$ cat config.mk
export PLATFORM = sky130hd
export DESIGN_NAME = product_accumulator
export DESIGN_NICKNAME = d
export VERILOG_FILES = /design/src/rtl/product_accumulator.sv
export SDC_FILE = /design/constraint.sdc
export NUM_CORES = 1
export LEC_CHECK = 0
export ABC_AREA = 1
export CORE_MARGIN = 4
export CORE_UTILIZATION = 63
export DETAILED_ROUTE_END_ITERATION = 8
export PLACE_DENSITY = 0.89
export SLEW_MARGIN = 20
export SYNTH_ARGS = -nofsm -noshare
export SYNTH_HDL_FRONTEND = slang
export SYNTH_SLANG_ARGS = --single-unit
$ cat constraint.sdc
create_clock -name clk -period 8.5 [get_ports clk]
set_clock_uncertainty 0.05 [all_clocks]
set_input_delay 1.7 -clock clk [delete_from_list [all_inputs] [get_ports clk]]
set_output_delay 1.7 -clock clk [all_outputs]
set_load 0.02 [all_outputs]
$ cat src/rtl/product_accumulator.sv
// Frame accumulator behind a radix-4 multiplier: registers operand pairs,
// sums their products over a frame and presents the sum and beat count
// on a valid/ready output until it is consumed.

// Unsigned 7x7 -> 18-bit parallel radix-4 (Booth) multiplier.
module top (
  input  logic [6:0]  x,
  input  logic [6:0]  y,
  output logic [17:0] p
);

  logic [8:0]  y_ext;
  logic [17:0] x_ext;
  logic [17:0] pp;
  logic [17:0] p_sum;
  logic [2:0]  trip;

  // A zero above y's MSB keeps the top digit non-negative, so the
  // recoding stays exact for unsigned operands.
  assign y_ext = {1'b0, y, 1'b0};
  assign x_ext = {11'b0, x};

  // Recode y into four radix-4 digits and sum the shifted partial products.
  always_comb begin
    p_sum = '0;
    pp    = '0;
    trip  = '0;
    for (int i = 0; i < 4; i++) begin
      trip = y_ext[2*i +: 3];
      case (trip)
        3'b001, 3'b010: pp = x_ext;
        3'b011:         pp = x_ext << 1;
        3'b100:         pp = -(x_ext << 1);
        3'b101, 3'b110: pp = -x_ext;
        default:        pp = '0;
      endcase
      p_sum = p_sum + (pp << (2*i));
    end
  end

  assign p = p_sum;

endmodule

module product_accumulator #(
  parameter int ACC_W = 24,
  parameter int CNT_W = 8
) (
  input  logic             clk,
  input  logic             rst,
  input  logic             in_valid,
  output logic             in_ready,
  input  logic             in_last,
  input  logic [6:0]       x,
  input  logic [6:0]       y,
  output logic             out_valid,
  input  logic             out_ready,
  output logic [ACC_W-1:0] acc,
  output logic [CNT_W-1:0] out_count,
  output logic             overflow
);

  typedef enum logic [1:0] {
    ACCUM = 2'd0,
    DRAIN = 2'd1,
    HOLD  = 2'd2
  } state_t;

  state_t state;
  state_t state_next;

  logic [6:0]       op_x;
  logic [6:0]       op_y;
  logic             op_vld;
  logic             op_last;
  logic [17:0]      p;
  logic [ACC_W-1:0] product;
  logic [ACC_W:0]   sum_wide;
  logic             sat;
  logic             accept;
  logic             release_res;
  logic             unused_p_hi;

  top mult (
    .x (op_x),
    .y (op_y),
    .p (p)
  );

  // The largest product 127*127 fits in 14 bits; the upper product bits are always zero.
  assign product     = ACC_W'(p[13:0]);
  assign unused_p_hi = ^p[17:14];

  assign sum_wide    = {1'b0, acc} + {1'b0, product};
  assign sat         = sum_wide[ACC_W];
  assign accept      = in_valid && in_ready;
  assign release_res = (state == HOLD) && out_ready;

  // Operand register: capture an accepted beat, otherwise leave a bubble.
  always_ff @(posedge clk) begin
    if (rst) begin
      op_x    <= '0;
      op_y    <= '0;
      op_vld  <= 1'b0;
      op_last <= 1'b0;
    end else if (accept) begin
      op_x    <= x;
      op_y    <= y;
      op_vld  <= 1'b1;
      op_last <= in_last;
    end else begin
      op_vld  <= 1'b0;
    end
  end

  // Frame state register.
  always_ff @(posedge clk) begin
    if (rst) state <= ACCUM;
    else     state <= state_next;
  end

  // Next-state and handshake outputs.
  always_comb begin
    state_next = state;
    in_ready   = 1'b0;
    out_valid  = 1'b0;
    case (state)
      ACCUM: begin
        in_ready = 1'b1;
        if (in_valid && in_last) state_next = DRAIN;
      end
      DRAIN: begin
        if (op_vld && op_last) state_next = HOLD;
      end
      HOLD: begin
        out_valid = 1'b1;
        if (out_ready) state_next = ACCUM;
      end
      default: state_next = ACCUM;
    endcase
  end

  // Saturating frame sum, beat count and sticky overflow; cleared once the result is taken.
  always_ff @(posedge clk) begin
    if (rst || release_res) begin
      acc       <= '0;
      out_count <= '0;
      overflow  <= 1'b0;
    end else if (op_vld) begin
      acc       <= sat ? {ACC_W{1'b1}} : sum_wide[ACC_W-1:0];
      out_count <= (&out_count) ? out_count : out_count + CNT_W'(1);
      overflow  <= overflow | sat;
    end
  end

endmodule

==> summary.md, run 1 <==
| Metric | Value |
|---|---|
| Hold Path Depth | `2` |
| Final worst path period share | `67.5%` |
| Worst-Skew Late Latency | `~0.32 ns` |
| Buf/Inv on CP | `6` |
| Global-route wire length before repair | `21,900 um` |
| Total chip power | `1.08 mW` |
| DP HPWL | `~10,000 um` |
| Reg-to-Reg Start | `op_x[1]` |
| FF-to-FF End | `acc[17]` |
| Row count | `31` |
| CTS root buf | `clkbuf_8` |
| WL per Instance | `between 10 and 15 um` |
| Post_cts resized | `0` |
| Reg area | `about 1000 sq um` |
| Max-cap viol count | `0` |
| Die area | `between 9000 and 10,000 sq um` |
| Min Tclk post-route | `roughly 5.7 ns` |
| Initial antenna violation count | `0` |
| FF-to-FF setup slack | `about 2.8 ns` |
| Final worst slack | `between 2 and 3 ns` |
| Worst path arrival time | `5.89 ns` |
| Final Non-Filler Cells | `905` |
| Via Count | `between 4k and 5k` |
| Yosys warns | `0` |
| # DRC | `0` |
| Post-synth EDFFs | `0` |
| N_diodes | `0` |
| DP Area | `approximately 5500 sq um` |
| Area grow syn2layout | `15.4%` |
| Max stage delay on crit path | `~0.54 ns` |
| Min-Delay Path Class | `reg -> reg` |
| GRT Resource Usage Total | `between 20% and 30%` |
| Final WL | `13,200 um` |
| Overflow left after global routing | `0` |
| Chip width | `approximately 96 um` |
| IO Count | `between 50 and 60` |
| Most common cell after layout, fill and taps aside | `nand2_1` |
| Die Ht | `around 96 um` |
| CTS Hold Bufs | `0` |
| F_max | `approximately 0.17 GHz` |
| Vias in the first global route | `approximately 4.7k` |
| Fillers | `581` |
| CP Launch Type | `flip-flop` |
| Worst Hold End | `op_last` |
| Synthesized cell area | `between 4000 and 5000 sq um` |
| Pre-antenna DRT Iters | `6` |
| CP max stage cell | `fa_1` |
| Max_slew headroom | `between 50% and 60%` |
| RSZ-0062 raised after global routing | `no` |
| Remaining antenna violation count | `0` |
| TritonCTS clock tree | `done` |
| PortBufs | `between 50 and 60` |
| FF-to-FF path depth | `35` |
| Worst-Margin Slew | `0.720 ns` |
| Clock net sink count | `slightly above 50` |
| Critical path depth in cells | `35` |
| CORE AREA | `between 7000 and 8000 sq um` |
| CTS H-tree lvls | `2` |
| Most frequent cell on the critical path | `nand2_1` |
| Vias per cell | `between 5 and 6` |
| Post-CTS Setup Repair Bufs | `0` |
| Worst-path clk slew | `0.10 ns` |
| CP Class | `reg -> reg` |
| Syn_nets | `825` |
| Placement Setup Slack | `around 2.9 ns` |
| Final Instance Area | `approximately 5700 sq um` |
| Crit Path Max Fanout | `9` |
| Worst hold start | `op_last` |
| Synth Instances | `approximately 760` |
| Worst hold slack | `about 0.44 ns` |
| CP required | `around 8.7 ns` |
| Initial Util | `around 66%` |
| Post-synthesis async set-or-reset flop share | `0%` |
| Synthesized flop and latch total | `a little over 50` |
| Netlist cell types | `44` |
| Sequential element share of the synthesized area | `between 20% and 30%` |
| Crit path capture type | `flip-flop` |
| Status | `finished clean` |
| Final setup viols | `0` |
| Commonest non-fill, non-tap cells in the layout | `nand2_1 (177), inv_1 (138), a21oi_1 (66)` |
| Layout cell share with drive strength beyond 1 | `6.08%` |
| PwrDens | `roughly 190 nW/um^2` |
| Layout Nets | `between 800 and 900` |
| Largest net degree at the start of global routing | `37` |
| Footprint of the multi-input gates | `~3300 sq um` |
| Final hold vios | `0` |
| CP top delay family | `adder cells` |
| Core Util, Final | `roughly 77%` |
| Top_reg_cell synth | `dfxtp_1` |
| Post-Route Setup TNS | `0 ns` |
| Starting DRC count in detailed routing | `491` |
| Worst VDD drop | `between 0.1 and 0.15 mV` |
| Placed cells | `897` |
| Gpl congestion | `around 0.98` |
| Syn_area_per_cell | `about 6.5 sq um` |
| CTS Buf Count | `5` |
| Slew Viols, Final | `0` |
| CTS max path bufs | `2` |
| Leakage | `about 2.8 nW` |
## where the power goes
part           total [mW]  switching, mW  internal (mW)
clock network       0.212         0.0922          0.120
registers           0.276         0.0199          0.256
logic               0.597          0.382          0.215
## cell type report
| type | instances | area share, % |
|---|---|---|
| Tap cell | 99 | 2.18 |
| Multi-Input combinational cell | 545 | 58.1 |
| Inverter | 148 | 9.82 |
| Timing Repair Buffer | 54 | 9.46 |
| Sequential cell | 51 | 18.0 |
| Clock inverter | 3 | 1.25 |
| Clock buffer | 5 | 1.21 |
## cell usage after synthesis (3+ instances only)
cell        n  area share, %
o21ai_0    51            5.2
nand3_1    35            3.6
nor3_1      7           0.71
o22ai_1    11            1.4
nand2_2     8            1.0
nor2_4      9            2.1
clkbuf_1    9           0.69
a21oi_1    66            6.7
ha_1       33            8.4
nor2_1     62            4.7
nand2_4     6            1.4
nand2_1   177             13
clkinv_1    3           0.23
fa_1       18            7.3
xnor2_1     9            1.6
inv_2       6           0.46
nand4_1     5           0.64
dfxtp_1    51             21
xor2_1     13            2.3
inv_1     138             11
o221ai_1    8            1.4
## worst min-delay path: stages (launching register included)
cell and delay [ns]:
dfxtp_1 0.33, nand2_1 0.06, a21oi_1 0.06
## worst max-delay path by stage
stage                     startpoint       to  slack [ns]
after detailed placement     op_x[1]  acc[17]        2.87
after floorplan              op_x[1]  acc[17]        3.62
after CTS                    op_x[1]  acc[11]        2.81
after global placement       op_x[1]  acc[21]        3.01
final                        op_x[1]  acc[17]        2.76
after global routing         op_x[1]  acc[17]        2.24
## kinds of logic (layout without fill, tap and decap cells)
kind of cell    Yosys count  count (layout)  synth area share (%)
simple gates            321             321                  30.0
buf+inv                 159             210                  12.2
compound gates          151             151                  17.5
fa+ha+maj                51              51                  15.7
flops                    51              51                  20.7
xor+xnor                 22              22                  3.91
## registers in the layout, indices dropped and copies added, names as in the netlist
name       count
out_count      8
op_vld         1
op_last        1
acc           24
overflow       1
state          2
op_x           7
op_y           7
## metal layers
metal,vias to the layer above,share of wire (%),global-route usage (%)
met3,11,8.6,5.65
met1,2245,46,42.5
met4,0,0.79,6.07
met5,-,0,0
li1,2522,-,-
met2,219,44,47.0
(Power assumes the default switching activity.)
==> run 2: changes to the inputs <==
Settings changed: CORE_UTILIZATION 63 to 58, PLACE_DENSITY 0.89 to 0.83.
Clock period 8.5 ns to 5.7 ns, I/O delays scaled along.
==> summary.md, run 2 (same netlist as run 1, synthesis figures left out) <==
| Metric | Value |
|---|---|
| Status | `finished clean` |
| Pre-antenna DRT Iters | `9 (+3)` |
| Row count | `33 (+6.5%)` |
| Biggest register | `acc` |
| Most frequent cell on the critical path | `nand2_1` |
| PortBufs | `53 (unchanged)` |
| F_max | `0.190 GHz (+9.2%)` |
| Reg-to-Reg Start | `op_x[1]` |
| CP Launch Type | `flip-flop` |
| Final setup viols | `0 (unchanged)` |
| GRT Resource Usage Total | `29.1% (-0.64 points)` |
| Worst hold slack | `0.428 ns (-0.0121 ns)` |
| Initial antenna violation count | `0 (unchanged)` |
| CP top delay family | `simple AND/OR/NAND/NOR gates` |
| CTS Hold Bufs | `0 (unchanged)` |
| Placement Setup Slack | `0.308 ns (-2.57 ns)` |
| Worst-path clk slew | `0.12 ns (+0.02 ns)` |
| Final Non-Filler Cells | `916 (+1.2%)` |
| CP required | `5.88 ns (-2.77 ns)` |
| Worst hold start | `overflow` |
| IO Count | `54 (unchanged)` |
| Crit Path Max Fanout | `5 (-4)` |
| Regs by FF count | `acc x24, out_count x8` |
| Worst-Skew Late Latency | `0.32 ns (about the same)` |
| Vias per cell | `5.62 (+1.8%)` |
| Largest register FFs | `24 (unchanged)` |
| Worst VDD drop | `0.158 mV (+37%)` |
| N_diodes | `0 (unchanged)` |
| Chip width | `100 um (+3.9%)` |
| Core Util, Final | `69.2% (-7.5 points)` |
| Post-CTS Setup Repair Bufs | `0 (unchanged)` |
| Area grow syn2layout | `16.1%` |
| Commonest non-fill, non-tap cells in the layout | `nand2_1 (177), inv_1 (137), a21oi_1 (66)` |
| Vias in the first global route | `4,938 (+4.4%)` |
| CP Class | `reg -> reg` |
| Max_slew headroom | `49.4% (-2.5 points)` |
| Worst path arrival time | `5.43 ns (-0.46 ns)` |
| CTS max path bufs | `2 (unchanged)` |
| Layout Nets | `880 (+0.57%)` |
| Clock net sink count | `51 (unchanged)` |
| Largest net degree at the start of global routing | `30 (-19%)` |
| CTS Buf Count | `5 (unchanged)` |
| RSZ-0062 raised after global routing | `no` |
| CP startpoint | `op_x[1]` |
| Total chip power | `1.58 mW (+46%)` |
| CORE AREA | `8260 sq um (+11%)` |
| Max stage delay on crit path | `0.53 ns (about the same)` |
| Min Tclk post-route | `5.25 ns (-0.485 ns)` |
| Starting DRC count in detailed routing | `369 (-25%)` |
| Post_cts resized | `0 (unchanged)` |
| Min-Delay Path Class | `reg -> reg` |
| TritonCTS clock tree | `done` |
| Initial Util | `59.7% (-6.8 points)` |
| Footprint of the multi-input gates | `3330 sq um (+0.79%)` |
| CP max stage cell | `fa_1` |
| Die Ht | `100 um (+3.9%)` |
| Via Count | `5,147 (+3.0%)` |
| Final worst path period share | `92.2% (+25 points)` |
| Final worst slack | `0.446 ns (-2.31 ns)` |
| Buf/Inv on CP | `7 (+1)` |
| Global-route wire length before repair | `23,800 um (+8.9%)` |
| Worst-Margin Slew | `0.757 ns (+0.0372 ns)` |
| Final WL | `14,200 um (+7.9%)` |
| Final hold vios | `0 (unchanged)` |
| CTS root buf | `clkbuf_8` |
| Post-Route Setup TNS | `0 ns (unchanged)` |
| Final Instance Area | `5720 sq um (+0.55%)` |
| Remaining antenna violation count | `0 (unchanged)` |
| Leakage | `2.78 nW (+0.39%)` |
| Layout cell share with drive strength beyond 1 | `7.52% (+1.4 points)` |
| Reg area | `1020 sq um (+0.24%)` |
| DP Area | `5590 sq um (+0.81%)` |
| Gpl congestion | `0.950 (-3.4%)` |
| Fillers | `724 (+25%)` |
| CTS H-tree lvls | `2 (unchanged)` |
| Most common cell after layout, fill and taps aside | `nand2_1` |
| # DRC | `0 (unchanged)` |
| WL per Instance | `15.5 um (+6.6%)` |
| Slew Viols, Final | `0 (unchanged)` |
| Crit path capture type | `flip-flop` |
| Overflow left after global routing | `0 (unchanged)` |
| DP HPWL | `11,300 um (+8.1%)` |
| PwrDens | `277 nW/um^2 (+45%)` |
| Die area | `10,000 sq um (+7.9%)` |
| Placed cells | `908 (+1.2%)` |
| Max-cap viol count | `0 (unchanged)` |
run 2: worst min-delay path, cell delays in order (launching register included):
cell	delay [ns]
dfxtp_1	0.35
a21oi_1	0.04
nor2_1	0.06
run 2: where the power goes:
part | internal, mW | switching [mW]
clock | 0.0917 | 0.147
combinational | 0.333 | 0.596
sequential | 0.382 | 0.0325
total | 0.807 | 0.776
run 2: routing by layer:
layer	routed length, um	global-route usage (%)
met5	0	0
met4	320	7.67
met3	1250	5.42
met2	6230	44.9
met1	6420	41.8
run 2: final timing paths:
path	end	slack, ns	cells after the start
setup reg to reg	acc[18]	0.45	37
hold / removal	overflow	0.43	2
setup / recovery	acc[18]	0.45	37
hold reg to reg	overflow	0.43	2
run 2: cell type report:
| class | count | share of cell area [%] |
|---|---|---|
| tap | 105 | 2.30 |
| sequential | 51 | 17.9 |
| clock buffer | 5 | 1.20 |
| timing repair buffer | 59 | 10.1 |
| multi-input combinational | 545 | 58.3 |
| clock inverter | 3 | 0.503 |
| inverter | 148 | 9.76 |
==> run 3: changes to the inputs <==
Settings changed: GPL_TIMING_DRIVEN from default to 0.
Clock period 5.7 ns to 5.3 ns, I/O delays scaled along.
==> summary.md, run 3 (same netlist as run 1, synthesis figures left out) <==
| Metric | Value |
|---|---|
| Status | `finished clean` |
| Chip width | `100 um (unchanged)` |
| CTS Hold Bufs | `0 (unchanged)` |
| Initial Util | `59.7% (unchanged)` |
| Gpl congestion | `0.940 (-1.1%)` |
| TritonCTS clock tree | `done` |
| Via Count | `5,215 (+1.3%)` |
| Starting DRC count in detailed routing | `433 (+17%)` |
| Regs by FF count | `acc x24, out_count x8` |
| Biggest register | `acc` |
| Switching share of power | `47.4% (-1.6 points)` |
| Final worst slack | `0.243 ns (-0.203 ns)` |
| CP Class | `reg -> reg` |
| CORE AREA | `8260 sq um (unchanged)` |
| GRT Resource Usage Total | `27.5% (-1.6 points)` |
| Global-route wire length before repair | `22,600 um (-5.0%)` |
| F_max | `0.198 GHz (+3.9%)` |
| CP top delay family | `simple AND/OR/NAND/NOR gates` |
| PortBufs | `53 (unchanged)` |
| Vias per cell | `5.57 (-0.95%)` |
| Die Ht | `100 um (unchanged)` |
| N_diodes | `0 (unchanged)` |
| Met1 Use GR | `39.6% (-2.2 points)` |
| Register share of total power | `24.2% (-2.0 points)` |
| Initial antenna violation count | `0 (unchanged)` |
| Reg-to-Reg Start | `op_x[1]` |
| Final Non-Filler Cells | `937 (+2.3%)` |
| IO Count | `54 (unchanged)` |
| Vias in the first global route | `4,863 (-1.5%)` |
| DP Area | `5590 sq um (about the same)` |
| Final Instance Area | `6060 sq um (+6.1%)` |
| DP HPWL | `10,900 um (-3.6%)` |
| Hold Path Depth | `2 (unchanged)` |
| Worst-Margin Slew | `0.531 ns (-0.226 ns)` |
| Comb power frac | `62.5% (+3.8 points)` |
| Max_slew headroom | `64.6% (+15 points)` |
| Crit path capture type | `flip-flop` |
| CP Launch Type | `flip-flop` |
| Min Tclk post-route | `5.06 ns (-0.197 ns)` |
| Slew Viols, Final | `0 (unchanged)` |
| CTS Buf Count | `5 (unchanged)` |
| Fillers | `698 (-3.6%)` |
| CP required | `5.47 ns (-0.41 ns)` |
| GR Util met2 | `43.0% (-1.9 points)` |
| Die area | `10,000 sq um (unchanged)` |
| CTS root buf | `clkbuf_8` |
| Busiest grt layer | `met2` |
| Most common cell after layout, fill and taps aside | `nand2_1` |
| Layout cell share with drive strength beyond 1 | `13.5% (+5.9 points)` |
| Internal | `971 uW (+20%)` |
| Commonest non-fill, non-tap cells in the layout | `nand2_1 (167), inv_1 (134), a21oi_1 (64)` |
| Leakage | `2.86 nW (+3.0%)` |
| Row count | `33 (unchanged)` |
| # DRC | `0 (unchanged)` |
| Remaining antenna violation count | `0 (unchanged)` |
| Clock net sink count | `51 (unchanged)` |
| Overflow left after global routing | `0 (unchanged)` |
| Pre-antenna DRT Iters | `6 (-3)` |
| Clock power frac | `13.3% (-1.8 points)` |
| Worst-Skew Late Latency | `0.31 ns (about the same)` |
| Layout Nets | `901 (+2.4%)` |
| Critical path depth in cells | `36 (-2.7%)` |
| Reg area | `1030 sq um (+0.37%)` |
| FF-to-FF path depth | `36 (-2.7%)` |
| Largest net degree at the start of global routing | `19 (-37%)` |
| Placed cells | `913 (+0.55%)` |
| Footprint of the multi-input gates | `3540 sq um (+6.3%)` |
| Total chip power | `1.85 mW (+17%)` |
| Max stage delay on crit path | `0.48 ns (-0.05 ns)` |
| Worst path arrival time | `5.23 ns (-0.20 ns)` |
| Most frequent cell on the critical path | `nand2_1` |
| Final WL | `13,900 um (-2.0%)` |
| Largest register FFs | `24 (unchanged)` |
| CTS H-tree lvls | `2 (unchanged)` |
| PwrDens | `305 nW/um^2 (+10%)` |
| Post-Route Setup TNS | `0 ns (unchanged)` |
| Buf/Inv on CP | `7 (unchanged)` |
| Worst VDD drop | `0.185 mV (+17%)` |
| Worst hold slack | `0.435 ns (+0.00695 ns)` |
| CP max stage cell | `fa_1` |
| Area grow syn2layout | `23.1%` |
| Crit Path Max Fanout | `9 (+4)` |
| Final worst path period share | `95.4% (+3.2 points)` |
| WL per Instance | `14.9 um (-4.2%)` |
| Min-Delay Path Class | `reg -> reg` |
| Worst-path clk slew | `0.11 ns (about the same)` |
| Placement Setup Slack | `-0.366 ns (-0.674 ns)` |
| CP startpoint | `op_x[1]` |
| Final hold vios | `0 (unchanged)` |
| Core Util, Final | `73.4% (+4.2 points)` |
| Switch Pwr | `876 uW (+13%)` |
| Met3 usage | `4.52% (-0.90 points)` |
| CTS max path bufs | `2 (unchanged)` |
| Max-cap viol count | `0 (unchanged)` |
| Final setup viols | `0 (unchanged)` |
| Worst hold start | `overflow` |
## run 3: layer usage
layer	share of wire [%]	wire length (um)	vias up
met3	6.7	933	8
met5	0	0	-
met2	47	6500	183
li1	-	-	2578
met4	1.0	140	0
met1	46	6370	2446
## run 3: repair_timing
item / in CTS / in global routing
setup buffers: 1 / 15
endpoints found under the setup margin: 25 / 25
pin swaps: 2 / 27
gates resized for setup: 7 / 56
## run 3: final cells by class
class                      count  area share [%]
buffer                        11           0.702
clock buffer                   5            1.13
clock inverter                 3           0.475
inverter                     148            9.43
multi-input combinational    545            58.4
sequential                    51            16.9
tap                          105            2.17
timing repair buffer          69            10.7
## run 3: worst reg2reg max path: cells and delay by family (launching register included)
kind            cells  cell delay, ns
fa+ha+maj           5            1.53
compound gates      3            0.52
flops               1            0.38
buf+inv             7            0.60
simple gates       21            1.92
## run 3: power groups by stage
| stage | clock [mW] | sequential, mW | combinational [mW] |
|---|---|---|---|
| 5_1_grt | 0.267 | 0.450 | 1.28 |
| 6_report | 0.246 | 0.446 | 1.15 |
| 4_1_cts | 0.250 | 0.443 | 0.986 |
| 2_1_floorplan | 0 | 0.460 | 0.707 |
| 3_3_place_gp | 0 | 0.448 | 0.938 |
| 3_5_place_dp | 0 | 0.451 | 0.963 |
## run 3: worst paths after layout
kind,endpoint,slack (ns)
worst max-delay path,acc[14],0.24
worst min-delay path,overflow,0.44
worst max register to register,acc[14],0.24
worst min register to register,overflow,0.44
